$ cat src/rtl/mdc_ctrl.sv
// mdc_ctrl: front-end sequencer for the subtractive GCD datapath (mdc_s).
//
// Accepts an operand pair over a valid/ready handshake, loads it into the
// datapath with a one-cycle strobe, waits for done (bounded by a cycle
// budget), then presents the result downstream over a valid/ready handshake.
//
// Ports:
//   clk, rst                  clock (rising edge), async active-high reset
//   in_valid/in_ready         operand handshake; in_a, in_b operands
//   out_valid/out_ready       result handshake
//   out_res                   GCD result (0 on timeout)
//   out_cycles                WAIT cycles spent, including the done cycle
//   out_timeout               result aborted by the cycle budget
//   busy                      high in LOAD or WAIT
//   dp_ld, dp_a, dp_b         load strobe and operands to the datapath
//   dp_res, dp_done           result and done from the datapath
//
// state | meaning
// ------+-----------------------------------------------------------
// IDLE  | ready for an operand pair
// LOAD  | dp_ld high for one cycle; datapath done is stale, ignored
// WAIT  | counting cycles until dp_done or the cycle budget runs out
// OUT   | result presented, held until out_ready

module mdc_ctrl #(
    parameter int W          = 32,
    parameter int CW         = 16,
    parameter int MAX_CYCLES = 1000
) (
    input  logic          clk,
    input  logic          rst,
    input  logic          in_valid,
    output logic          in_ready,
    input  logic [W-1:0]  in_a,
    input  logic [W-1:0]  in_b,
    output logic          out_valid,
    input  logic          out_ready,
    output logic [W-1:0]  out_res,
    output logic [CW-1:0] out_cycles,
    output logic          out_timeout,
    output logic          busy,
    output logic          dp_ld,
    output logic [W-1:0]  dp_a,
    output logic [W-1:0]  dp_b,
    input  logic [W-1:0]  dp_res,
    input  logic          dp_done
);

    typedef enum logic [1:0] {
        IDLE = 2'd0,
        LOAD = 2'd1,
        WAIT = 2'd2,
        OUT  = 2'd3
    } state_t;

    localparam logic [CW-1:0] CNT_MAX = CW'(MAX_CYCLES);

    state_t        state;
    logic [CW-1:0] cnt;
    logic [CW-1:0] cnt_nxt;

    // Cycle number of the current WAIT cycle (1-based).
    assign cnt_nxt = cnt + CW'(1);

    always_ff @(posedge clk or posedge rst) begin
        if (rst) begin
            state       <= IDLE;
            in_ready    <= 1'b1;
            out_valid   <= 1'b0;
            out_res     <= '0;
            out_cycles  <= '0;
            out_timeout <= 1'b0;
            busy        <= 1'b0;
            dp_ld       <= 1'b0;
            dp_a        <= '0;
            dp_b        <= '0;
            cnt         <= '0;
        end else begin
            case (state)
                IDLE: begin
                    if (in_valid) begin
                        dp_a     <= in_a;
                        dp_b     <= in_b;
                        cnt      <= '0;
                        dp_ld    <= 1'b1;
                        in_ready <= 1'b0;
                        busy     <= 1'b1;
                        state    <= LOAD;
                    end
                end
                LOAD: begin
                    dp_ld <= 1'b0;
                    state <= WAIT;
                end
                WAIT: begin
                    // done is checked first so it wins over a coincident timeout
                    if (dp_done) begin
                        out_res     <= dp_res;
                        out_cycles  <= cnt_nxt;
                        out_timeout <= 1'b0;
                        out_valid   <= 1'b1;
                        busy        <= 1'b0;
                        state       <= OUT;
                    end else if (cnt_nxt == CNT_MAX) begin
                        out_res     <= '0;
                        out_cycles  <= cnt_nxt;
                        out_timeout <= 1'b1;
                        out_valid   <= 1'b1;
                        busy        <= 1'b0;
                        state       <= OUT;
                    end else begin
                        cnt <= cnt_nxt;
                    end
                end
                OUT: begin
                    if (out_ready) begin
                        out_valid <= 1'b0;
                        in_ready  <= 1'b1;
                        state     <= IDLE;
                    end
                end
                default: begin
                    state     <= IDLE;
                    in_ready  <= 1'b1;
                    out_valid <= 1'b0;
                    busy      <= 1'b0;
                    dp_ld     <= 1'b0;
                end
            endcase
        end
    end

endmodule
$ cat config.mk
export PLATFORM = sky130hd
export DESIGN_NAME = mdc_ctrl
export DESIGN_NICKNAME = d
export VERILOG_FILES = /design/src/rtl/mdc_ctrl.sv
export SDC_FILE = /design/constraint.sdc
export NUM_CORES = 1
export LEC_CHECK = 0
export CAP_MARGIN = 5
export CELL_PAD_IN_SITES_DETAIL_PLACEMENT = 0
export CELL_PAD_IN_SITES_GLOBAL_PLACEMENT = 1
export CORE_MARGIN = 5
export CORE_UTILIZATION = 37
export DETAILED_ROUTE_END_ITERATION = 10
export PLACE_DENSITY = 0.82
export SYNTH_ARGS = -nofsm -noshare
export SYNTH_HDL_FRONTEND = slang
export SYNTH_SLANG_ARGS = --single-unit
$ cat constraint.sdc
create_clock -name clk -period 10.05 [get_ports clk]
set_input_delay 2.01 -clock clk [delete_from_list [all_inputs] [get_ports clk]]
set_output_delay 2.01 -clock clk [all_outputs]
set_load 0.05 [all_outputs]
# Word level (Yosys, flattened, before mapping)
# Cells that the tools add are included.
# word_totals
wordCells	61
regBits	135
out_inout_bits	117
# classes
reduce_logical	14
eq_ne	9
addsub	1
n_mux	26
# op_table
cell	count
16-bit 2-to-1 mux	5
32-bit 2-to-1 mux	2
16-bit one-hot mux with 2 select lines	1
16-bit by 1-bit adder with 16-bit output, second input constant	1
16-bit by 10-bit equality test with 1-bit output, second input constant	1
3-bit AND reduction	4
2-bit nonzero test	5
1-bit 2-to-1 mux	9
2-bit 2-to-1 mux	4
2-bit inequality test, second input constant	4
1-bit one-hot mux with 2 select lines	4
2-bit one-hot mux with 4 select lines	1
2-bit AND reduction	3
2-bit equality test, second input constant	2
4-bit AND reduction	1
3-bit inequality test, second input constant	1
2-bit by 1-bit equality test with 1-bit output, second input constant	1
2-bit zero test	1

# Logic depth before layout (Yosys ltp)
# logic_depth
word_depth	5
ltp_mapped	11

# Worst setup path before layout
# Ideal clock, no wire load.
# synth_timing
path_kind	input port to flip-flop
start	in in_valid
end	reg dp_a[0]
required_ps	9925
t_arrival_ps	3108
n_path_buf	2
cell_stages	4
setup_time_ps	125
slack_ps	6817
path_cell_list	nand2_1 > clkbuf_1 > clkbuf_1 > mux2_2
# synth_via
elab_chain_len	1
# synth_lines
item	line_no	text
start, declared	32	input logic in_valid,
2-bit AND reduction (no line)	n/a	
end signal, assigned	82	dp_a <= in_a;
end, declared	43	output logic [W-1:0] dp_a,
# No other way between the ends.
# A chain may end at the register's enable or synchronous reset.

# Worst setup path in the final report
# layout_timing
start	in in_valid
end	reg cnt[8]
# layout_via
elab_chain_len	2
# layout_lines
item	line_no	text
2-bit inequality test (no line)	n/a	
4-bit AND reduction (no line)	n/a	
end signal, assigned	112	cnt <= cnt_nxt;
end, declared	59	logic [CW-1:0] cnt;
# No other way between the ends.

==> flow_summary.yaml <==
critical_path:
  cp-start-kind: "input port"
  critical-path-top-delay-family: "buffers and inverters"
  r2r_start: "cnt[0]$_DFFE_PP0P_"
  reg2regPathDepth: 9
  path_cells: "clkdlybuf4s50_1 > nand2_2 > buf_4 > o21ai_1 > nand2_1 > o311ai_0 > o31ai_1"
  crit_arrival_ns: 4.35
  critPathLaunch: "in_valid"
  r2r_setup_slack_ns: 6.69
  cp.depth: 7
  reg2reg_to: "out_cycles[1]$_DFFE_PP0P_"
  max_stage_delay_ns: 0.62
  path_buf_inv: 2
  slowest_stage: "buf_4"
  setup.worst_path.end_class: "register"
  critical_path_required_ns: 10.36
  worst-path-max-fanout: 66
  path_class: "in2reg"
detailed_routing:
  top_layer: "met4"
  met1_length_um: 6263
  drtPass1Iterations: 4
  num_vias: 4397
  postRouteAntennaNets: 0
  wirelength_um: 15540
  drc: 0
  wl_met3_um: 1228
  avgRoutedWirePerCell_um: 17.58
  viasPerCell: 4.974
  wl_met2_um: 7582
  drtIter0Drc: 178
synthesis:
  synthTopCellsByCount: "134 x dfrtp_1, 64 x mux2_2, 33 x a22o_1"
  synth_top_area_share: 0.5679
  synth_fp_nets: 553
  ys_top_cells_by_area: "dfrtp_1 57%, mux2_2 12%, a22o_1 4.9%"
  ys_seq_area_frac: 0.5724
  synth-seq-cells: 135
  synth_warnings: 0
  synth_area_um2: 5904
  ys_types: 56
  syn_avg_cell_area_um2: 13.24
  syn_inst: 446
  synth.most_common_cell: "dfrtp_1"
  ys_async_sr_fraction: 1.000
  synth-main-ff-cell: "dfrtp_1"
  synth_largest_area_cell: "dfrtp_1"
  synth_edf_count: 0
timing:
  fin_ws_ns: 6.006
  grt_setup_unrepaired: "no"
  worst_pin_slew_ns: 0.9663
  max_freq_mhz: 247.3
  hold_violations: 0
  slew_viol_final: 0
  finClkSkew_ns: 0.005563
  post-route-min-period_ns: 4.044
  slew_headroom: 0.3558
  period_share: 0.4024
  holdWs_ns: 0.4914
  fin_setup_tns_ns: 0
  final-setup-viol-count: 0
clocking:
  ctsHoldBuffers: 0
  insertion_delay_ns: 0.41
  cts.repair.resized: 0
  cts_sinks: 135
  cts_tree: "done"
  path_clk_slew_ns: 0.05
  htreeDepth: 4
  cts_root_buffer: "clkbuf_16"
  clk_path_buf_depth: 2
  cts_buffers: 17
  post_cts_buffers: 0
cells_and_area:
  area_growth_pct: 48.95
  fin_cells: 884
  drive_above_1_share: 0.1916
  diodes: 0
  final_nets: 762
global_route:
  antenna_found_initial: 0
  grt_max_degree: 81
  grt_use_total: 0.1707
  grt_pass1_wl_um: 24720
  grt_overflow: 0
  grt_pass1_vias: 4758
power_and_ir_drop:
  peakVddDrop_mv: 0.2603
  seq_power_share: 0.283
  p_per_area_nw_per_um2: 361.2
  leakage_nw: 3.815
  power_frac_clock: 0.188
  power_mw: 3.176
  switching_share: 0.4478
  power_frac_comb: 0.528
  p_int_mw: 1.754
  p_switching_mw: 1.422
placed_design:
  place_hpwl_um: 11370
  io_buffer_count: 217
  gp_congestion: 0.9146
  dp_slack_ns: 5.569
  numPlacedInstances: 852
die:
  die_w_um: 136.3
  fp.dieH_um: 136.3
  rows: 46
  io-pin-count: 218
  start_util: 0.3744
  die_area_um2: 18580
  core_region_area_um2: 15770
outcome:
  status: "completed"
hold_path:
  min_from: "out_timeout$_DFFE_PP0P_"
  hold_end: "out_timeout$_DFFE_PP0P_"
  min_path_type: "reg2reg"
  min_delay_path_depth: 2
job:
  drv_cap: 0
==> through the flow <==
step,cell area (um2),util
after global routing,8795,0.5577
after detailed placement,8227,0.5217
after global placement,8227,0.5217
after CTS,8795,0.5577
final,8795,0.5577
after floorplan,5904,-
==> metal layers <==
layer / vias to the layer above / GRT usage
met5: - / 0
met4: 0 / 0.08007
met3: 32 / 0.06366
met2: 164 / 0.2672
met1: 2155 / 0.2092
li1: 2046 / -
==> cell type report <==
cell class | count | area [um2]
clock buffers | 23 | 467.9
clock inverters | 9 | 100.1
fillers | 1354 | 6975
inverters | 9 | 36.28
multi-input cells | 270 | 2331
flip-flops and latches | 135 | 3379
well taps | 216 | 270.3
repair buffers | 222 | 2210
==> state kept, by name (all words and copies together) (netlist names), 2 cells and up <==
register    count
out_res        32
dp_b           32
dp_a           32
cnt            16
state           2
out_cycles     16
==> tightest hold or removal path, cell delays in order (launching register included) <==
cell and delay (ns):
dfrtp_1 0.34, nor2_1 0.05, nor2_1 0.07
==> logic make-up (layout without fill, tap and decap cells) <==
family,after synthesis,in the layout,share of synthesized area
DFF,135,135,0.5724
AOI/OAI and AO/OA,87,87,0.1159
muxes,82,82,0.1655
and+or+nand+nor,81,81,0.07820
buffers and inverters,41,263,0.03454
xor gates and xnor gates,14,14,0.02077
adders and majority gates,6,6,0.01271
==> worst max path at each step <==
stage | end | slack [ns]
6_report | cnt[8]$_DFFE_PP0P_ | 6.01
5_1_grt | cnt[9]$_DFFE_PP0P_ | 5.74
4_1_cts | cnt[8]$_DFFE_PP0P_ | 5.99
3_5_place_dp | cnt[8]$_DFFE_PP0P_ | 5.57
3_3_place_gp | cnt[9]$_DFFE_PP0P_ | 5.70
2_1_floorplan | busy$_DFFE_PP0P_ | 4.43
==> layout by cell type, fill, tap and decap left out, types with 8 or more instances in the layout <==
cell type	count
clkbuf_16	17
mux2_2	64
mux2_4	15
nand3_1	12
dfrtp_1	134
a22o_1	33
nand2_1	22
inv_1	8
xnor2_1	11
o31ai_1	9
clkdlybuf4s50_1	217
nor2_1	14
==> power groups by stage <==
stage	registers [mW]	logic [mW]	clock network [mW]
floorplan	1.61	0.395	0
global placement	0.896	1.67	0
detailed placement	0.905	1.69	0
CTS	0.903	1.70	0.613
global route	0.930	1.75	0.641
finish	0.900	1.68	0.598
Note: power is estimated with default switching activity, not from simulation.
